--- src/rtl/rrf_alloc_ctrl_if.sv ---
// +----------------------------------------------------------------------+
// | rrf_alloc_ctrl_if : dispatch/commit bundle for the RRF allocator     |
// | Rev 1.0                                                              |
// +----------------------------------------------------------------------+
`default_nettype none

interface rrf_alloc_ctrl_if #(
  parameter int RRF_SEL = 6
) ();
  logic               req1_i;
  logic               req2_i;
  logic               stall_dp_i;
  logic [1:0]         com_num_i;
  logic               flush_i;
  logic               alloc_en1_o;
  logic [RRF_SEL-1:0] alloc_tag1_o;
  logic               alloc_en2_o;
  logic [RRF_SEL-1:0] alloc_tag2_o;
  logic               alloc_stall_o;
  logic [RRF_SEL:0]   freenum_o;
  logic [RRF_SEL-1:0] rrfptr_o;
  logic [RRF_SEL-1:0] comptr_o;

  modport master (
    output req1_i, req2_i, stall_dp_i, com_num_i, flush_i,
    input  alloc_en1_o, alloc_tag1_o, alloc_en2_o, alloc_tag2_o,
    input  alloc_stall_o, freenum_o, rrfptr_o, comptr_o
  );

  modport slave (
    input  req1_i, req2_i, stall_dp_i, com_num_i, flush_i,
    output alloc_en1_o, alloc_tag1_o, alloc_en2_o, alloc_tag2_o,
    output alloc_stall_o, freenum_o, rrfptr_o, comptr_o
  );
endinterface

`default_nettype wire

--- src/rtl/rrf_alloc_ctrl.sv ---
// +----------------------------------------------------------------------+
// | rrf_alloc_ctrl : two-wide RRF tag allocator with in-order reclaim    |
// | Rev 1.0                                                              |
// +----------------------------------------------------------------------+
`default_nettype none

module rrf_alloc_ctrl #(
  parameter int RRF_NUM = 64,
  parameter int RRF_SEL = 6
) (
  input  wire logic         clk_i,
  input  wire logic         reset_i,
  rrf_alloc_ctrl_if.slave   bus
);

  localparam logic [RRF_SEL:0] C_FULL = (RRF_SEL+1)'(RRF_NUM);

  logic [RRF_SEL-1:0] rrfptr_q, rrfptr_d;
  logic [RRF_SEL-1:0] comptr_q, comptr_d;
  logic [RRF_SEL:0]   freenum_q, freenum_d;

  logic [1:0] w_reqnum;
  logic [1:0] w_allocnum;
  logic       w_stall;
  logic       w_grant;

  // Stall looks only at the registered free count; same-cycle commits do not help.
  always_comb begin
    w_reqnum   = {1'b0, bus.req1_i} + {1'b0, bus.req2_i};
    w_stall    = {{(RRF_SEL-1){1'b0}}, w_reqnum} > freenum_q;
    w_grant    = ~w_stall & ~bus.stall_dp_i & ~bus.flush_i & ~reset_i;
    w_allocnum = w_grant ? w_reqnum : 2'd0;
  end

  always_comb begin
    comptr_d = comptr_q + {{(RRF_SEL-2){1'b0}}, bus.com_num_i};
    if (bus.flush_i) begin
      rrfptr_d  = comptr_d;
      freenum_d = C_FULL;
    end else begin
      rrfptr_d  = rrfptr_q + {{(RRF_SEL-2){1'b0}}, w_allocnum};
      freenum_d = freenum_q
                + {{(RRF_SEL-1){1'b0}}, bus.com_num_i}
                - {{(RRF_SEL-1){1'b0}}, w_allocnum};
    end
  end

  always_ff @(posedge clk_i or posedge reset_i) begin
    if (reset_i) begin
      rrfptr_q  <= '0;
      comptr_q  <= '0;
      freenum_q <= C_FULL;
    end else begin
      rrfptr_q  <= rrfptr_d;
      comptr_q  <= comptr_d;
      freenum_q <= freenum_d;
    end
  end

  // A lone slot-2 request takes the head tag.
  always_comb begin
    bus.alloc_en1_o   = bus.req1_i & w_grant;
    bus.alloc_en2_o   = bus.req2_i & w_grant;
    bus.alloc_tag1_o  = rrfptr_q;
    bus.alloc_tag2_o  = rrfptr_q + {{(RRF_SEL-1){1'b0}}, bus.req1_i};
    bus.alloc_stall_o = w_stall;
    bus.freenum_o     = freenum_q;
    bus.rrfptr_o      = rrfptr_q;
    bus.comptr_o      = comptr_q;
  end

endmodule

`default_nettype wire

--- src/flat_wrapper.sv ---
// flat-port wrapper written by rule: the top's interface ports become plain ports
module rrf_alloc_ctrl_flat 
#(
  parameter int RRF_NUM = 64,
  parameter int RRF_SEL = 6
)
  (clk_i, reset_i, bus_req1_i, bus_req2_i, bus_stall_dp_i, bus_com_num_i, bus_flush_i, bus_alloc_en1_o, bus_alloc_tag1_o, bus_alloc_en2_o, bus_alloc_tag2_o, bus_alloc_stall_o, bus_freenum_o, bus_rrfptr_o, bus_comptr_o);
  rrf_alloc_ctrl_if #(.RRF_SEL(RRF_SEL)) bus_i ();
  input  wire logic clk_i;
  input  wire logic reset_i;
  input wire logic [$bits(bus_i.req1_i)-1:0] bus_req1_i;
  input wire logic [$bits(bus_i.req2_i)-1:0] bus_req2_i;
  input wire logic [$bits(bus_i.stall_dp_i)-1:0] bus_stall_dp_i;
  input wire logic [$bits(bus_i.com_num_i)-1:0] bus_com_num_i;
  input wire logic [$bits(bus_i.flush_i)-1:0] bus_flush_i;
  output wire logic [$bits(bus_i.alloc_en1_o)-1:0] bus_alloc_en1_o;
  output wire logic [$bits(bus_i.alloc_tag1_o)-1:0] bus_alloc_tag1_o;
  output wire logic [$bits(bus_i.alloc_en2_o)-1:0] bus_alloc_en2_o;
  output wire logic [$bits(bus_i.alloc_tag2_o)-1:0] bus_alloc_tag2_o;
  output wire logic [$bits(bus_i.alloc_stall_o)-1:0] bus_alloc_stall_o;
  output wire logic [$bits(bus_i.freenum_o)-1:0] bus_freenum_o;
  output wire logic [$bits(bus_i.rrfptr_o)-1:0] bus_rrfptr_o;
  output wire logic [$bits(bus_i.comptr_o)-1:0] bus_comptr_o;
  assign bus_i.req1_i = bus_req1_i;
  assign bus_i.req2_i = bus_req2_i;
  assign bus_i.stall_dp_i = bus_stall_dp_i;
  assign bus_i.com_num_i = bus_com_num_i;
  assign bus_i.flush_i = bus_flush_i;
  assign bus_alloc_en1_o = bus_i.alloc_en1_o;
  assign bus_alloc_tag1_o = bus_i.alloc_tag1_o;
  assign bus_alloc_en2_o = bus_i.alloc_en2_o;
  assign bus_alloc_tag2_o = bus_i.alloc_tag2_o;
  assign bus_alloc_stall_o = bus_i.alloc_stall_o;
  assign bus_freenum_o = bus_i.freenum_o;
  assign bus_rrfptr_o = bus_i.rrfptr_o;
  assign bus_comptr_o = bus_i.comptr_o;
  rrf_alloc_ctrl #(.RRF_NUM(RRF_NUM), .RRF_SEL(RRF_SEL)) u_core (.clk_i(clk_i), .reset_i(reset_i), .bus(bus_i));
endmodule
--- config.mk ---
export PLATFORM = sky130hd
export DESIGN_NAME = rrf_alloc_ctrl_flat
export DESIGN_NICKNAME = d
export VERILOG_FILES = /design/src/rtl/rrf_alloc_ctrl_if.sv /design/src/rtl/rrf_alloc_ctrl.sv /design/src/flat_wrapper.sv
export SDC_FILE = /design/constraint.sdc
export NUM_CORES = 1
export LEC_CHECK = 0
export BUFFER_PORTS_ARGS = -buffer_cell sky130_fd_sc_hd__clkbuf_2
export CELL_PAD_IN_SITES_DETAIL_PLACEMENT = 2
export CELL_PAD_IN_SITES_GLOBAL_PLACEMENT = 2
export CORE_ASPECT_RATIO = 1.5
export CORE_MARGIN = 2
export CORE_UTILIZATION = 33
export CTS_CLUSTER_DIAMETER = 120
export DETAILED_ROUTE_END_ITERATION = 8
export PLACE_DENSITY = 0.92
export SLEW_MARGIN = 25
export SYNTH_ARGS = -nofsm -noshare
export SYNTH_HDL_FRONTEND = slang
export SYNTH_SLANG_ARGS = --single-unit
--- constraint.sdc ---
create_clock -name clk_i -period 5.65 [get_ports clk_i]
set_input_delay 0.8475 -clock clk_i [delete_from_list [all_inputs] [get_ports clk_i]]
set_output_delay 0.8475 -clock clk_i [all_outputs]
set_load 0.05 [all_outputs]
# Yosys cells after proc, flatten, opt, wreduce, memory -nomap -nowiden
# Cells that the tools add are included.
# word_totals
input_bits	8
output_inout_bits	34
reg_bits	19
# classes
add_sub_neg	6
n_mux	3
magnitude_cmp	1
n_bitwise	9
# ops
operator	n
$add 6x2->6	2
$add 7x2->7	1
$gt 2x7->1	1
$mux 7	1
$sub 7x2->7	1
$add 6x1->6	1
$mux 6	1
$and 1x1->1	5
$not 1->1	4
$add 1x1->2	1
$mux 2	1

# Logic depth before layout (Yosys ltp)
# Gate-level depths: netlist of the first run.
# depth
depth_word	9
depth_mapped	15
ltp_nobuf	15

# Least setup slack after synthesis of the first run
# No wires, ideal clock.
# synth_timing
kind	input port to flip-flop
start	input bus_req2_i
end	register u_core.freenum_q[6] (netlist: u_core.bus.freenum_o[6])
setup_slack_ps	2114
cell_stages	13
arrival_time_ps	3453
cell_sequence	ha_1 -> ha_1 -> nor2b_1 -> o2111ai_1 -> o21a_1 -> and2_1 -> fa_1 -> inv_1 -> fa_1 -> a21oi_1 -> o21ba_2 -> o2111ai_1 -> o311a_1
# synth_between
elab_chain_cells	9
# synth_lines
element	line	source
from (decl)	flat_wrapper.sv:12	input wire logic [$bits(bus_i.req2_i)-1:0] bus_req2_i;
$add 1x1->2 *	rrf_alloc_ctrl.sv:29	w_reqnum = {1'b0, bus.req1_i} + {1'b0, bus.req2_i};
$gt 2x7->1	rrf_alloc_ctrl.sv:30	w_stall = {{(RRF_SEL-1){1'b0}}, w_reqnum} > freenum_q;
$not 1->1	rrf_alloc_ctrl.sv:31	w_grant = ~w_stall & ~bus.stall_dp_i & ~bus.flush_i & ~reset_i;
$and 1x1->1 (3 in a row)	rrf_alloc_ctrl.sv:31	
$mux 2 *	rrf_alloc_ctrl.sv:32	w_allocnum = w_grant ? w_reqnum : 2'd0;
$sub 7x2->7 *	rrf_alloc_ctrl.sv:44	- {{(RRF_SEL-1){1'b0}}, w_allocnum};
$mux 7 *	rrf_alloc_ctrl.sv:37	if (bus.flush_i) begin
via u_core.freenum_d[6]	rrf_alloc_ctrl.sv:20	logic [RRF_SEL:0] freenum_q, freenum_d;
to (signal assigned)	rrf_alloc_ctrl.sv:56	freenum_q <= freenum_d;
to (decl)	rrf_alloc_ctrl.sv:20	
# The timed path passes the listed nets; every way through them passes the cells marked *.

# Final worst setup path of the first run
# layout_timing
start	input bus_req1_i
end	register u_core.freenum_q[5] (netlist: u_core.bus.freenum_o[5])
# layout_between
elab_chain_cells	9
# layout_lines
element	line	source
from (decl)	flat_wrapper.sv:11	input wire logic [$bits(bus_i.req1_i)-1:0] bus_req1_i;
$add 1x1->2 *	rrf_alloc_ctrl.sv:29	
$gt 2x7->1	rrf_alloc_ctrl.sv:30	
$not 1->1	rrf_alloc_ctrl.sv:31	
$and 1x1->1 (3 in a row)	rrf_alloc_ctrl.sv:31	
$mux 2 *	rrf_alloc_ctrl.sv:32	
$sub 7x2->7 *	rrf_alloc_ctrl.sv:44	
$mux 7 *	rrf_alloc_ctrl.sv:37	
via u_core.freenum_d[5]	rrf_alloc_ctrl.sv:20	
# Marks and branches as above.

==> impl_metrics.json, run 1 <==
{
  "cp.arrival_ns": 3.88,
  "setup_violations": 0,
  "cts_inserted_buffers": 3,
  "crit_path_end_kind": "register",
  "postCtsSetupBuffers": 0,
  "reg2reg_setup_slack_ns": 2.41,
  "layout.cells.most_common": "sky130_fd_sc_hd__clkbuf_2",
  "postSynth.asyncResetShare_pct": 100,
  "gp_routability_congestion": 0.798,
  "final_period_minus_worst_setup_slack_ns": 3.73,
  "most_area_consuming_cells_after_synthesis": "sky130_fd_sc_hd__dfrtp_1 31%, sky130_fd_sc_hd__ha_1 17%, sky130_fd_sc_hd__xnor2_1 6.6%, sky130_fd_sc_hd__fa_1 5.5%, sky130_fd_sc_hd__inv_1 5.2%",
  "synth.ff_latch_count": 19,
  "syn-instance-count": 148,
  "placementRows": 29,
  "clk-insertion-delay-late_ns": 0.25,
  "critical_path.reg2reg.endpoint": "u_core.bus.freenum_o[6]",
  "drtAntennaViolNets": 0,
  "fin_tns_setup_ns": 0,
  "clock_tree.htree_level_count": 1,
  "initialDrtViolationCount": 36,
  "final_cell_mix": "41 x sky130_fd_sc_hd__clkbuf_2, 20 x sky130_fd_sc_hd__inv_1, 20 x sky130_fd_sc_hd__ha_1",
  "grt_setup_unrepaired": "false",
  "postRouteWirelength_um": 3860,
  "area.sequential_um2": 477,
  "cts.root.buffer_cell": "sky130_fd_sc_hd__clkbuf_8",
  "finalMaxSlewViolations": 0,
  "status": "completed",
  "max-cap-violations": 0,
  "hp-class": "register to register",
  "final_layout_size_suffix_gt1_share_pct": 27.2,
  "netlist.area_leader.share_pct": 31.0,
  "gr-total-overflow": 0,
  "crit_fanout": 5,
  "final-instance-count-excl-fill": 230,
  "antenna_cells_inserted": 0,
  "placed_wire_length_estimate_um": 3130,
  "reg2reg_from": "u_core.bus.freenum_o[1]",
  "final_worst_path_cycle_share_pct": 66.1,
  "drt_first_pass_iters": 4,
  "antenna_found_initial": 0,
  "numPlacedInstances": 226,
  "dp_worst_setup_slack_ns": 1.64,
  "synth_fp_nets": 180,
  "placement.io_buffers": 41,
  "timing.hold.worst_endpoint": "u_core.bus.comptr_o[5]",
  "worst_margin_slew_ns": 0.760,
  "critPathRequiredTime_ns": 5.79,
  "fp.coreArea_um2": 4250,
  "netlist.top_cell.by_area": "sky130_fd_sc_hd__dfrtp_1",
  "fill_cell_total_of_the_finished_layout": 493,
  "worst_setup_hold_path_clk_slew_ns": 0.08,
  "worstSetupStartpointType": "input port",
  "chipWidth_um": 58.2,
  "multiInputGateArea_um2": 836,
  "grt_pass1_vias": 1338,
  "holdPathStages": 1,
  "cts_repair_resize_count": 0,
  "reg2reg_depth": 13,
  "report.final.hold_viol_count": 0,
  "worst_slew_margin_rel_pct": 49.3,
  "critical_path_class": "input port to register",
  "drc_errors": 0,
  "viasPerCell": 5.03,
  "ys.flop_type": "sky130_fd_sc_hd__dfrtp_1",
  "num-nets-final": 217,
  "cts_tree": "built",
  "tritoncts_num_sinks": 19,
  "wl_per_cell_um": 16.8,
  "mappedNetlistArea_um2": 1450,
  "post-route-worst-setup-slack_ns": 1.92,
  "grt_max_degree": 20,
  "syn2layout_area_growth_pct": 16.7,
  "yosysUniqueCellTypes": 34,
  "hold_buffers": 0,
  "dieHeight_um": 85.3,
  "synth_edf_count": 0,
  "hold_path_startpoint": "u_core.bus.comptr_o[5]",
  "start_util_pct": 34.2,
  "fmax_mhz": 268,
  "routed-via-count": 1158,
  "finalHoldWorstSlack_ns": 0.500,
  "globalRouteTotalUtil_pct": 17.4,
  "finalClockSkew_ns": 0.00432,
  "yosys_warnings": 0,
  "floorplan_die_area_um2": 4960,
  "num_io_pins": 42,
  "clk_path_buf_depth": 2,
  "wire_length_of_the_first_global_routing_pass_um": 6550,
  "synthesis.area_per_instance_um2": 9.82,
  "part_of_the_yosys_area_used_for_sequential_elements_pct": 32.8
}
-- synth_stat cells, drive strengths merged (2+ instances only) --
master,instances
nand3,4
a21o,2
o2111ai,2
o21ai,2
nand2b,2
nand2,8
and2,4
xnor2,11
buf,9
inv,20
nor2b,3
nor3,2
ha,20
fa,4
xor2,4
dfrtp,18
mux2,3
nor4bb,2
nor2,11
a311oi,2
a21oi,4
-- area by class of cell --
cell class / count / share of cell area (%)
Multi-Input combinational cell: 100 / 49.3
Sequential cell: 19 / 28.1
Timing Repair Buffer: 41 / 12.1
Inverter: 20 / 4.42
Tap cell: 46 / 3.39
Clock buffer: 3 / 2.43
Clock inverter: 1 / 0.295
-- critical path, cell delays in order --
cell and delay (ns):
sky130_fd_sc_hd__clkbuf_2 0.10, sky130_fd_sc_hd__ha_1 0.28, sky130_fd_sc_hd__inv_1 0.05, sky130_fd_sc_hd__ha_1 0.27, sky130_fd_sc_hd__nand2_1 0.06, sky130_fd_sc_hd__nor4bb_1 0.37, sky130_fd_sc_hd__o21a_1 0.22, sky130_fd_sc_hd__and2_1 0.19
sky130_fd_sc_hd__fa_1 0.42, sky130_fd_sc_hd__inv_1 0.12, sky130_fd_sc_hd__ha_1 0.26, sky130_fd_sc_hd__a21o_1 0.17, sky130_fd_sc_hd__a21oi_1 0.28, sky130_fd_sc_hd__o21ai_0 0.13, sky130_fd_sc_hd__o311ai_0 0.10
-- through the flow --
| stage | utilization (%) | instance area, um^2 |
|---|---|---|
| 2_1_floorplan | - | 1450 |
| 3_3_place_gp | 38.9 | 1650 |
| 3_5_place_dp | 38.9 | 1650 |
| 4_1_cts | 40.0 | 1700 |
| 5_1_grt | 40.0 | 1700 |
| 6_report | 40.0 | 1700 |
-- state kept, by name, indices dropped and copies added (netlist names) --
name and cells:
u_core.bus.alloc_tag1_o 6, u_core.bus.comptr_o 6, u_core.bus.freenum_o 7
-- routing by layer --
| metal | GRT usage, % | vias up | share of wire, % |
|---|---|---|---|
| met5 | 0 | - | 0 |
| met4 | 5.71 | 0 | 0.93 |
| met3 | 1.52 | 4 | 2.3 |
| met2 | 31.8 | 26 | 55 |
| met1 | 20.9 | 572 | 42 |
| li1 | - | 556 | - |
-- kinds of logic (layout without fill, tap and decap cells) --
kind of cell | Yosys count | count (layout) | synth area share, %
simple gates | 41 | 41 | 14.7
buf+inv | 29 | 65 | 9.72
fa+ha+maj | 24 | 24 | 22.7
flops | 19 | 19 | 32.8
compound gates | 16 | 16 | 8.00
xor+xnor | 15 | 15 | 9.04
mux | 4 | 4 | 3.01
-- worst max-delay path by stage --
| stage | to | start | cells after the start |
|---|---|---|---|
| 2_1_floorplan | u_core.bus.freenum_o[6] | bus_req2_i | 13 |
| 3_3_place_gp | u_core.bus.freenum_o[3] | bus_req1_i | 15 |
| 3_5_place_dp | u_core.bus.freenum_o[6] | bus_req2_i | 14 |
| 4_1_cts | u_core.bus.freenum_o[5] | bus_req1_i | 15 |
| 5_1_grt | u_core.bus.freenum_o[5] | bus_req1_i | 15 |
| 6_report | u_core.bus.freenum_o[5] | bus_req1_i | 15 |
Power of run 1 is not shown: default switching activity piles up to over one toggle a cycle in this logic, so the estimate is an artifact.
==> inputs of run 2 (changes only) <==
Settings changed: ABC_AREA set to 1, CORE_UTILIZATION 33 to 26, PLACE_DENSITY 0.92 to 0.84.
Clock period 5.65 ns to 3.2 ns, I/O delays scaled along.
==> run 2 against run 1 <==
Die area up 29%; clock-buffer cell count unchanged; global-route usage down 1.9 points; synthesized cell count up 28%; utilization down 7.4 points; first-iteration DRC count unchanged; largest cell class unchanged; highest routed layer unchanged.
==> impl_metrics.json, run 2 <==
{
  "mappedNetlistArea_um2": 1500,
  "drtAntennaViolNets": 0,
  "antenna_cells_inserted": 0,
  "postLayoutCellArea_um2": 1800,
  "yosys.area_share.adder_pct": 22.0,
  "yosys.area_share.xor_xnor_pct": 4.59,
  "gr-total-overflow": 0,
  "report.final.hold_viol_count": 0,
  "yosys.area_share.simple_pct": 22.0,
  "worst_slew_margin_rel_pct": 44.5,
  "crit_path_cell_trace": "clkbuf_2, ha_1, ha_1, inv_1, o21bai_1, nand3_1, nand3_2, inv_1, fa_1, inv_1, fa_1, nand3_1, nand3_1, nand2_1, nand3_1",
  "synthesis.area_per_instance_um2": 7.93,
  "grt_setup_unrepaired": "false",
  "crit_path_max_incr_delay_ns": 0.50,
  "wl_per_cell_um": 15.0,
  "critical_path.reg2reg.endpoint": "u_core.bus.freenum_o[6]",
  "gp_routability_congestion": 0.774,
  "viasPerCell": 4.59,
  "worst_margin_slew_ns": 0.832,
  "globalRouteTotalUtil_pct": 15.6,
  "ys.flop_type": "sky130_fd_sc_hd__dfrtp_1",
  "placementRows": 33,
  "synth_commonest_cells": "41 x sky130_fd_sc_hd__inv_1, 34 x sky130_fd_sc_hd__nand2_1, 20 x sky130_fd_sc_hd__ha_1, 18 x sky130_fd_sc_hd__dfrtp_1, 18 x sky130_fd_sc_hd__nor2_1",
  "hold_buffers": 0,
  "fill_cell_total_of_the_finished_layout": 686,
  "netlist.area_leader.share_pct": 30.1,
  "routed-via-count": 1364,
  "place_area_um2": 1740,
  "final_period_minus_worst_setup_slack_ns": 2.88,
  "fmax_mhz": 348,
  "synth_fp_nets": 221,
  "placed_wire_length_estimate_um": 3750,
  "num-nets-final": 260,
  "clk-insertion-delay-late_ns": 0.27,
  "cts_repair_resize_count": 0,
  "clock_tree.htree_level_count": 1,
  "final_layout_size_suffix_gt1_share_pct": 23.8,
  "postCtsSetupBuffers": 0,
  "start_util_pct": 27.1,
  "placement.io_buffers": 41,
  "critPathMostFrequentCell": "sky130_fd_sc_hd__nand3_1",
  "timing.critical_path.slowest_stage_cell": "sky130_fd_sc_hd__fa_1",
  "fin_tns_setup_ns": 0,
  "largest_reg_flops": 7,
  "post-route-worst-setup-slack_ns": 0.324,
  "reg2reg_depth": 15,
  "finalHoldWorstSlack_ns": 0.366,
  "finalClockSkew_ns": 0.00465,
  "drt_first_pass_iters": 4,
  "postSynth.asyncResetShare_pct": 100,
  "synth.ff_latch_count": 19,
  "setup_violations": 0,
  "cts.root.buffer_cell": "sky130_fd_sc_hd__clkbuf_8",
  "cts_tree": "built",
  "max-cap-violations": 0,
  "syn2layout_area_growth_pct": 20.0,
  "postRouteWirelength_um": 4450,
  "hp-class": "input port to async pin",
  "tritoncts_num_sinks": 19,
  "reg2reg_from": "u_core.bus.freenum_o[1]",
  "cp.arrival_ns": 3.07,
  "floorplan_die_area_um2": 6400,
  "final_cell_mix": "41 x sky130_fd_sc_hd__inv_1, 41 x sky130_fd_sc_hd__clkbuf_2, 34 x sky130_fd_sc_hd__nand2_1",
  "crit_path_end_kind": "register",
  "antenna_found_initial": 0,
  "dieHeight_um": 97.0,
  "status": "completed",
  "cts_inserted_buffers": 3,
  "chipWidth_um": 66.0,
  "initialDrtViolationCount": 36,
  "syn-instance-count": 189,
  "worst_setup_hold_path_clk_slew_ns": 0.08,
  "critPathTopFamily": "adder cells",
  "reg2reg_setup_slack_ns": 0.40,
  "synth_edf_count": 0,
  "clk_path_buf_depth": 2,
  "critPathBufInv": 4,
  "netlist.top_cell.by_area": "sky130_fd_sc_hd__dfrtp_1",
  "worstSetupStartpointType": "input port",
  "drc_errors": 0,
  "yosysUniqueCellTypes": 25,
  "post-synth-top-count-cell": "sky130_fd_sc_hd__inv_1",
  "num_io_pins": 42,
  "part_of_the_yosys_area_used_for_sequential_elements_pct": 31.8,
  "most_area_consuming_cells_after_synthesis": "sky130_fd_sc_hd__dfrtp_1 30%, sky130_fd_sc_hd__ha_1 17%, sky130_fd_sc_hd__inv_1 10%, sky130_fd_sc_hd__nand2_1 8.5%, sky130_fd_sc_hd__fa_1 5.3%",
  "grt_max_degree": 20,
  "post_synth_mux_area_share_pct": 0,
  "compound_cell_area_share_of_the_yosys_netlist_pct": 5.26,
  "crit_fanout": 4,
  "combinational_family_with_the_most_area_after_synthesis": "adder cells",
  "yosys_warnings": 0,
  "critPathRequiredTime_ns": 3.39,
  "final_worst_path_cycle_share_pct": 89.9,
  "dp_worst_setup_slack_ns": -0.0223,
  "fp.coreArea_um2": 5530,
  "critical_path_class": "input port to register",
  "grt_pass1_vias": 1587,
  "wire_length_of_the_first_global_routing_pass_um": 7640,
  "finalMaxSlewViolations": 0
}
==> run 2: cell count changes in the layout (fill, tap and decap cells not counted), moves of 7 or more <==
cell | previous run | this run
sky130_fd_sc_hd__inv_1 | 20 | 41
sky130_fd_sc_hd__nand2_1 | 8 | 34
sky130_fd_sc_hd__nand3_1 | 4 | 14
sky130_fd_sc_hd__nor2_1 | 11 | 18
sky130_fd_sc_hd__xnor2_1 | 11 | 1
==> run 2: how the worst max path moves through the flow <==
stage,from,end,slack (ns),depth (start not counted)
floorplan,u_core.bus.freenum_o[1],u_core.bus.freenum_o[4],0.26,14
CTS,bus_req2_i,u_core.bus.freenum_o[4],0.26,15
global placement,bus_req1_i,u_core.bus.freenum_o[4],0.15,15
detailed placement,bus_req2_i,u_core.bus.freenum_o[4],-0.02,16
finish,bus_req2_i,u_core.bus.freenum_o[6],0.32,15
global route,bus_req2_i,u_core.bus.freenum_o[5],0.03,18
==> run 2: logic make-up after synthesis <==
family | after synthesis
XOR/XNOR | 7
buffers and inverters | 50
AND/OR/NAND/NOR | 75
adder cells (fa/ha/maj) | 24
flip-flops | 19
AO/OA/AOI/OAI | 14
==> run 2: through the flow <==
step	util [%]	std cells
floorplan	-	189
global placement	31.5	293
detailed placement	31.5	293
CTS	32.4	297
global route	32.5	297
finish	32.5	297
==> run 2: cell type report <==
type                       count  area, um^2  area share (%)
multi-input combinational    120         816            45.3
timing repair buffer          42         213            11.8
clock buffer                   3        41.3            2.29
tap                           70        87.6            4.87
sequential                    19         477            26.5
inverter                      42         158            8.76
clock inverter                 1        7.51           0.417
==> run 2: metal layers <==
metal,share of wire (%),track usage (%),wire [um],vias up
li1,-,-,-,651
met1,36,15.4,1610,680
met2,59,31.5,2640,28
met3,3.2,2.09,141,5
met4,1.4,4.71,62,0
met5,0,0,0,-
Power of run 2 is left out for the same reason.
